--- config.mk ---
export PLATFORM = sky130hd
export DESIGN_NAME = video_timing_gen
export DESIGN_NICKNAME = d
export VERILOG_FILES = /design/src/rtl/video_timing_pkg.sv /design/src/rtl/vtg_axis_counter.sv /design/src/rtl/video_timing_gen.sv
export SDC_FILE = /design/constraint.sdc
export NUM_CORES = 1
export LEC_CHECK = 0
export ABC_AREA = 1
export BUFFER_PORTS_ARGS = -buffer_cell sky130_fd_sc_hd__clkbuf_2
export CORE_MARGIN = 10
export CORE_UTILIZATION = 64
export CTS_BUF_LIST = sky130_fd_sc_hd__clkbuf_4
export DETAILED_ROUTE_END_ITERATION = 8
export PLACE_DENSITY = 0.87
export SYNTH_ARGS = -nofsm -noshare
export SYNTH_HDL_FRONTEND = slang
export SYNTH_SLANG_ARGS = --single-unit
export TNS_END_PERCENT = 5
--- constraint.sdc ---
create_clock -name clk -period 4.74 [get_ports clk]
set_input_delay 0.237 -clock clk [delete_from_list [all_inputs] [get_ports clk]]
set_output_delay 0.237 -clock clk [all_outputs]
set_load 0.03 [all_outputs]
--- src/rtl/video_timing_pkg.sv ---
// Shared types and constants for the video timing generator: the
// per-axis phase enum, timing constant sets for common modes, the
// counter-to-phase decode and the colour-bar palette.
package video_timing_pkg;

    // Position of a counter within one line (h) or one frame (v).
    typedef enum logic [1:0] {
        ACTIVE = 2'd0,
        FP     = 2'd1,
        SYNC   = 2'd2,
        BP     = 2'd3
    } phase_t;

    // Full timing description of a video mode.
    typedef struct packed {
        int h_active;
        int h_fp;
        int h_sync;
        int h_bp;
        int v_active;
        int v_fp;
        int v_sync;
        int v_bp;
    } timing_t;

    localparam timing_t TIMING_640X480_60 = '{
        h_active: 640,  h_fp: 16,  h_sync: 96, h_bp: 48,
        v_active: 480,  v_fp: 10,  v_sync: 2,  v_bp: 33
    };

    localparam timing_t TIMING_1280X720_60 = '{
        h_active: 1280, h_fp: 110, h_sync: 40, h_bp: 220,
        v_active: 720,  v_fp: 5,   v_sync: 5,  v_bp: 20
    };

    // Regions run ACTIVE, FP, SYNC, BP; anything past SYNC is back porch.
    function automatic phase_t phase_decode(
        input int unsigned cnt,
        input int unsigned len_active,
        input int unsigned len_fp,
        input int unsigned len_sync
    );
        if (cnt < len_active)
            return ACTIVE;
        else if (cnt < len_active + len_fp)
            return FP;
        else if (cnt < len_active + len_fp + len_sync)
            return SYNC;
        else
            return BP;
    endfunction

    // Eight vertical bars, left to right.
    function automatic logic [23:0] bar_colour(input logic [2:0] idx);
        case (idx)
            3'd0:    return 24'hFFFFFF;  // white
            3'd1:    return 24'hFFFF00;  // yellow
            3'd2:    return 24'h00FFFF;  // cyan
            3'd3:    return 24'h00FF00;  // green
            3'd4:    return 24'hFF00FF;  // magenta
            3'd5:    return 24'hFF0000;  // red
            3'd6:    return 24'h0000FF;  // blue
            default: return 24'h000000;  // black
        endcase
    endfunction

endpackage

--- src/rtl/vtg_axis_counter.sv ---
// One timing axis: a wrapping counter over ACTIVE+FP+SYNC+BP positions
// with a registered phase state kept in lock-step with the count. The
// look-ahead (phase_next) lets the top predict the following cycle.
module vtg_axis_counter
    import video_timing_pkg::*;
#(
    parameter int A_LEN    = 640,
    parameter int FP_LEN   = 16,
    parameter int SYNC_LEN = 96,
    parameter int BP_LEN   = 48,
    parameter int W        = 12
) (
    input  logic         clk,
    input  logic         reset,
    input  logic         en,
    output logic [W-1:0] cnt,
    output phase_t       phase,
    output phase_t       phase_next,
    output logic         wrap
);

    localparam int           TOTAL = A_LEN + FP_LEN + SYNC_LEN + BP_LEN;
    localparam logic [W-1:0] LAST  = W'(TOTAL - 1);

    logic [W-1:0] cnt_reg;
    logic [W-1:0] cnt_next;
    phase_t       phase_reg;

    // Next count and next phase; the phase always matches the count it will sit on.
    always_comb begin
        cnt_next = cnt_reg;
        wrap     = 1'b0;
        if (en) begin
            if (cnt_reg == LAST) begin
                cnt_next = '0;
                wrap     = 1'b1;
            end else begin
                cnt_next = cnt_reg + 1'b1;
            end
        end
        phase_next = phase_decode(32'(cnt_next), A_LEN, FP_LEN, SYNC_LEN);
    end

    // Counter and phase state registers; reset returns to position 0 (ACTIVE).
    always_ff @(posedge clk) begin
        if (reset) begin
            cnt_reg   <= '0;
            phase_reg <= ACTIVE;
        end else begin
            cnt_reg   <= cnt_next;
            phase_reg <= phase_next;
        end
    end

    assign cnt   = cnt_reg;
    assign phase = phase_reg;

endmodule

--- src/rtl/video_timing_gen.sv ---
// Video timing generator: h/v counters running from the pixel clock while
// the PLL is locked, registered sync/de/position outputs one clock behind
// the counters, and a one-clock-early pixel_req for fetch latency.
// Optional colour-bar output rgb is built when VIDEO_TIMING_GEN_PATTERN_EN
// is defined.
module video_timing_gen
    import video_timing_pkg::*;
#(
    parameter int H_ACTIVE = 640,
    parameter int H_FP     = 16,
    parameter int H_SYNC   = 96,
    parameter int H_BP     = 48,
    parameter int V_ACTIVE = 480,
    parameter int V_FP     = 10,
    parameter int V_SYNC   = 2,
    parameter int V_BP     = 33,
    parameter int SYNC_POL = 0
) (
    input  logic        clk,
    input  logic        reset,
    input  logic        pll_lock,
    output logic        hsync,
    output logic        vsync,
    output logic        de,
    output logic [11:0] x,
    output logic [10:0] y,
    output logic        frame_start,
    output logic        pixel_req
`ifdef VIDEO_TIMING_GEN_PATTERN_EN
    ,
    output logic [23:0] rgb
`endif
);

    localparam logic SYNC_ON = (SYNC_POL != 0);

    logic [11:0] h_cnt;
    logic [10:0] v_cnt;
    phase_t      h_phase, h_phase_next;
    phase_t      v_phase, v_phase_next;
    logic        h_wrap;
    logic        v_wrap_unused;

    logic        hsync_reg, vsync_reg, de_reg, frame_start_reg, pixel_req_reg;
    logic [11:0] x_reg;
    logic [10:0] y_reg;

    vtg_axis_counter #(
        .A_LEN(H_ACTIVE), .FP_LEN(H_FP), .SYNC_LEN(H_SYNC), .BP_LEN(H_BP), .W(12)
    ) u_h_axis (
        .clk        (clk),
        .reset      (reset),
        .en         (pll_lock),
        .cnt        (h_cnt),
        .phase      (h_phase),
        .phase_next (h_phase_next),
        .wrap       (h_wrap)
    );

    // The vertical axis steps once per completed line.
    vtg_axis_counter #(
        .A_LEN(V_ACTIVE), .FP_LEN(V_FP), .SYNC_LEN(V_SYNC), .BP_LEN(V_BP), .W(11)
    ) u_v_axis (
        .clk        (clk),
        .reset      (reset),
        .en         (h_wrap),
        .cnt        (v_cnt),
        .phase      (v_phase),
        .phase_next (v_phase_next),
        .wrap       (v_wrap_unused)
    );

    logic de_now, de_ahead;
    assign de_now   = (h_phase == ACTIVE) && (v_phase == ACTIVE);
    assign de_ahead = (h_phase_next == ACTIVE) && (v_phase_next == ACTIVE);

`ifdef VIDEO_TIMING_GEN_PATTERN_EN
    localparam int BAR_W = H_ACTIVE / 8;

    // Bar index = number of bar boundaries already passed on this line.
    logic [6:0] past_edge;
    logic [2:0] bar_idx;
    generate
        for (genvar gi = 1; gi < 8; gi++) begin : g_bar_edge
            assign past_edge[gi-1] = (32'(h_cnt) >= 32'(gi * BAR_W));
        end
    endgenerate
    assign bar_idx = 3'($countones(past_edge));

    logic [23:0] rgb_reg;
`endif

    // Output registers describe the counter state of the previous clock.
    always_ff @(posedge clk) begin
        if (reset || !pll_lock) begin
            hsync_reg       <= ~SYNC_ON;
            vsync_reg       <= ~SYNC_ON;
            de_reg          <= 1'b0;
            x_reg           <= '0;
            y_reg           <= '0;
            frame_start_reg <= 1'b0;
            pixel_req_reg   <= 1'b0;
`ifdef VIDEO_TIMING_GEN_PATTERN_EN
            rgb_reg         <= '0;
`endif
        end else begin
            hsync_reg       <= (h_phase == SYNC) ? SYNC_ON : ~SYNC_ON;
            vsync_reg       <= (v_phase == SYNC) ? SYNC_ON : ~SYNC_ON;
            de_reg          <= de_now;
            x_reg           <= de_now ? h_cnt : 12'd0;
            y_reg           <= de_now ? v_cnt : 11'd0;
            frame_start_reg <= (h_cnt == 12'd0) && (v_cnt == 11'd0);
            pixel_req_reg   <= de_ahead;
`ifdef VIDEO_TIMING_GEN_PATTERN_EN
            rgb_reg         <= de_now ? bar_colour(bar_idx) : 24'd0;
`endif
        end
    end

    assign hsync       = hsync_reg;
    assign vsync       = vsync_reg;
    assign de          = de_reg;
    assign x           = x_reg;
    assign y           = y_reg;
    assign frame_start = frame_start_reg;
    assign pixel_req   = pixel_req_reg;
`ifdef VIDEO_TIMING_GEN_PATTERN_EN
    assign rgb         = rgb_reg;
`endif

endmodule

==> flow_metrics.py <==
metrics = {
    "grt": {
        "grt_pass1_wl_um": 9940,
        "grt_util_all_layers": 0.184,
        "use_met2": 0.289,
        "use_met3": 0.0486,
        "grt_max_degree": 25,
        "overflow": 0,
        "grt_busiest_layer": "met2",
        "grt_pass1_vias": 2156,
        "antenna_found_initial": 0,
        "globalRouteMet1Util": 0.240,
    },
    "clock_tree": {
        "cts_resized": 0,
        "cts_max_level": 2,
        "cts_buffers": 5,
        "cts-root-buf": "clkbuf_4",
        "cts.sinks": 55,
        "cts_tree": "built",
        "cts_hold_buffers": 0,
        "post_cts_buffers": 0,
        "clock_latency_ps": 380,
        "clk_pin_slew_ps": 160,
        "clk_path_buf_depth": 2,
    },
    "routing": {
        "via_count": 2304,
        "wl_per_cell_um": 13.6,
        "antenna_left": 0,
        "drc": 0,
        "via_per_inst": 5.30,
        "wirelength_um": 5910,
        "dr.pass1.iters": 5,
        "drtIter0Drc": 196,
    },
    "synth": {
        "synthesis.nets": 360,
        "syn_inst": 353,
        "netlist_area_um2": 2510,
        "yosys_register_bits": 55,
        "ys_async_sr_fraction": 0,
        "synth.largest_area_cell": "dfxtp_1",
        "ys_warn_count": 0,
        "synth_edf_count": 0,
        "synth_area_leaders": "dfxtp_1 (44%), nand2_1 (13%), nor2_1 (11%)",
        "synth_area_per_cell_um2": 7.12,
        "synth_top_area_share": 0.438,
        "ys.flop_type": "dfxtp_1",
        "synth_cell_types": 33,
        "ys_seq_area_frac": 0.438,
    },
    "worst_setup_path": {
        "slowest_delay_ps": 380,
        "cp_top_family": "simple AND/OR/NAND/NOR gates",
        "cp_common_cell": "nor2_1",
        "worstSetupEndpointType": "register",
        "critical_path.cell_chain": "inv_1 > ha_1 > inv_1 > nor2_1 > nand3b_1 > nor2_1 > nor2_1 > nand2_1 > nand2_1 > nor2_1 > nand2_1 > nor3_1 > nor2_1",
        "startpoint_type": "register",
        "critPathBufInv": 2,
        "crit_type": "register to register",
        "slowest_stage": "dfxtp_1",
        "crit_cells": 13,
        "worstReg2RegStart": "u_v_axis.cnt[0]",
        "path_max_fanout": 5,
        "arrival_ps": 2240,
        "r2r-end": "u_v_axis.phase[0]",
        "cp.required_ps": 5020,
        "r2r_slack_ps": 2780,
        "reg2regPathDepth": 13,
    },
    "min_path": {
        "hold_start": "pll_lock",
        "hold_end": "u_h_axis.cnt[2]",
        "hold-path-cell-count": 3,
        "hold_path.class": "input pin to register",
    },
    "place": {
        "port_buffers": 30,
        "dp_slack_ps": 2860,
        "hpwl_um": 4420,
        "routabilityCongestion": 0.932,
    },
    "sta": {
        "fin_setup_tns_ps": 0,
        "final_max_slew_viol_count": 0,
        "fin_ws_ps": 2780,
        "fmax_mhz": 510,
        "slew_headroom": 0.546,
        "finalCriticalPeriod_ps": 1960,
        "setup_viol": 0,
        "finalCritPeriodShare": 0.414,
        "fin_skew_ps": 14.1,
        "hold_ws_ps": 266,
        "rsz0062_at_grt": "false",
        "finalHoldViolCount": 0,
        "worstMarginPinSlew_ps": 680,
    },
    "final_layout": {
        "syn_to_final_growth_pct": 11.9,
        "multi_input_area_um2": 1210,
        "drive_gt1_frac": 0.199,
        "final_util": 0.756,
        "regArea_um2": 1100,
        "nFillCells": 273,
        "diodes": 0,
        "nets": 393,
    },
    "die": {
        "start_util": 0.676,
        "pin_count": 31,
        "die_area_um2": 6830,
        "rows": 22,
        "core_um2": 3720,
        "die_width_um": 82.7,
        "die_height_um": 82.7,
    },
    "job": {
        "maxCapViolCount": 0,
    },
    "outcome": {
        "status": "completed",
    },
    "power_and_ir_drop": {
        "p_leak_uw": 0.00133,
        "power_density_nw_per_um2": 287,
        "ir_drop_mv": 0.229,
    },
}
[placed cells by master, fill, tap and decap left out, drive strengths merged, types with 2 or more instances in the layout]
| master | Yosys | layout |
|---|---|---|
| clkbuf | 2 | 35 |
| o21bai | 2 | 2 |
| nand3 | 21 | 21 |
| nor3 | 8 | 8 |
| xor2 | 3 | 3 |
| o21ai | 7 | 7 |
| nor4 | 2 | 2 |
| ha | 4 | 4 |
| nand2 | 92 | 92 |
| nand4 | 8 | 8 |
| nand3b | 2 | 2 |
| bufinv | 0 | 2 |
| nor2 | 86 | 86 |
| inv | 50 | 50 |
| a21oi | 5 | 5 |
| dfxtp | 55 | 55 |
[logic make-up (layout without fill, tap and decap cells)]
family                   after synthesis  count (layout)  synth area share
AND/OR/NAND/NOR                      221             221             0.409
flip-flops                            55              55             0.438
buffers and inverters                 54              88            0.0817
AO/OA/AOI/OAI                         16              16            0.0403
adder cells (fa/ha/maj)                4               4            0.0199
XOR/XNOR                               3               3            0.0105
[power by group]
part / switching (uW) / internal, uW / total (uW)
Clock: 147 / 164 / 311
Sequential: 2.47 / 466 / 469
Combinational: 20.5 / 7.02 / 27.5
[layer usage]
metal  up-vias  share of wire
met5         -              0
met4         0          0.014
met3         9          0.090
met2       103           0.44
met1      1035           0.45
li1       1157              -
[per-stage QoR]
stage | std cells | total power, uW | instance area (um2)
2_1_floorplan | 353 | 498 | 2510
3_3_place_gp | 427 | 505 | 2710
3_5_place_dp | 427 | 506 | 2710
4_1_cts | 435 | 810 | 2810
5_1_grt | 435 | 832 | 2810
6_report | 435 | 808 | 2810
[how the worst max path moves through the flow]
stage | slack [ps] | end | from
after floorplan | 3130 | u_v_axis.phase[1] | u_h_axis.cnt[0]
after global placement | 2920 | u_v_axis.phase[0] | u_v_axis.cnt[0]
after detailed placement | 2860 | u_v_axis.phase[0] | u_v_axis.cnt[0]
after CTS | 2790 | u_v_axis.phase[0] | u_v_axis.cnt[0]
after global routing | 2520 | u_v_axis.phase[0] | u_v_axis.cnt[0]
final | 2780 | u_v_axis.phase[0] | u_v_axis.cnt[0]
[Yosys cell counts, types with 2 or more instances]
master / instances
inv_1: 40
o21ai_0: 3
nand3b_1: 2
nand2_4: 2
inv_2: 10
nor2_2: 11
nor2_4: 2
nor3_1: 7
nand3_1: 17
buf_2: 2
nand2_2: 4
ha_1: 4
dfxtp_1: 55
o21ai_1: 2
clkbuf_1: 2
nand2_1: 86
a21oi_1: 5
nand3_2: 3
nor2_1: 72
xor2_1: 3
nand4_1: 8
o21ai_2: 2
[cell type report]
class / instances / area share
Tap cell: 48 / 0.0214
Clock inverter: 3 / 0.0240
Clock buffer: 5 / 0.0134
Timing Repair Buffer: 30 / 0.0534
Multi-Input combinational cell: 244 / 0.429
Sequential cell: 55 / 0.392
Inverter: 50 / 0.0668
[worst min-delay path, cell delays in order]
cell and delay (ps):
clkbuf_2 160, a21oi_1 170, nor3_1 50
(Power assumes the default switching activity.)
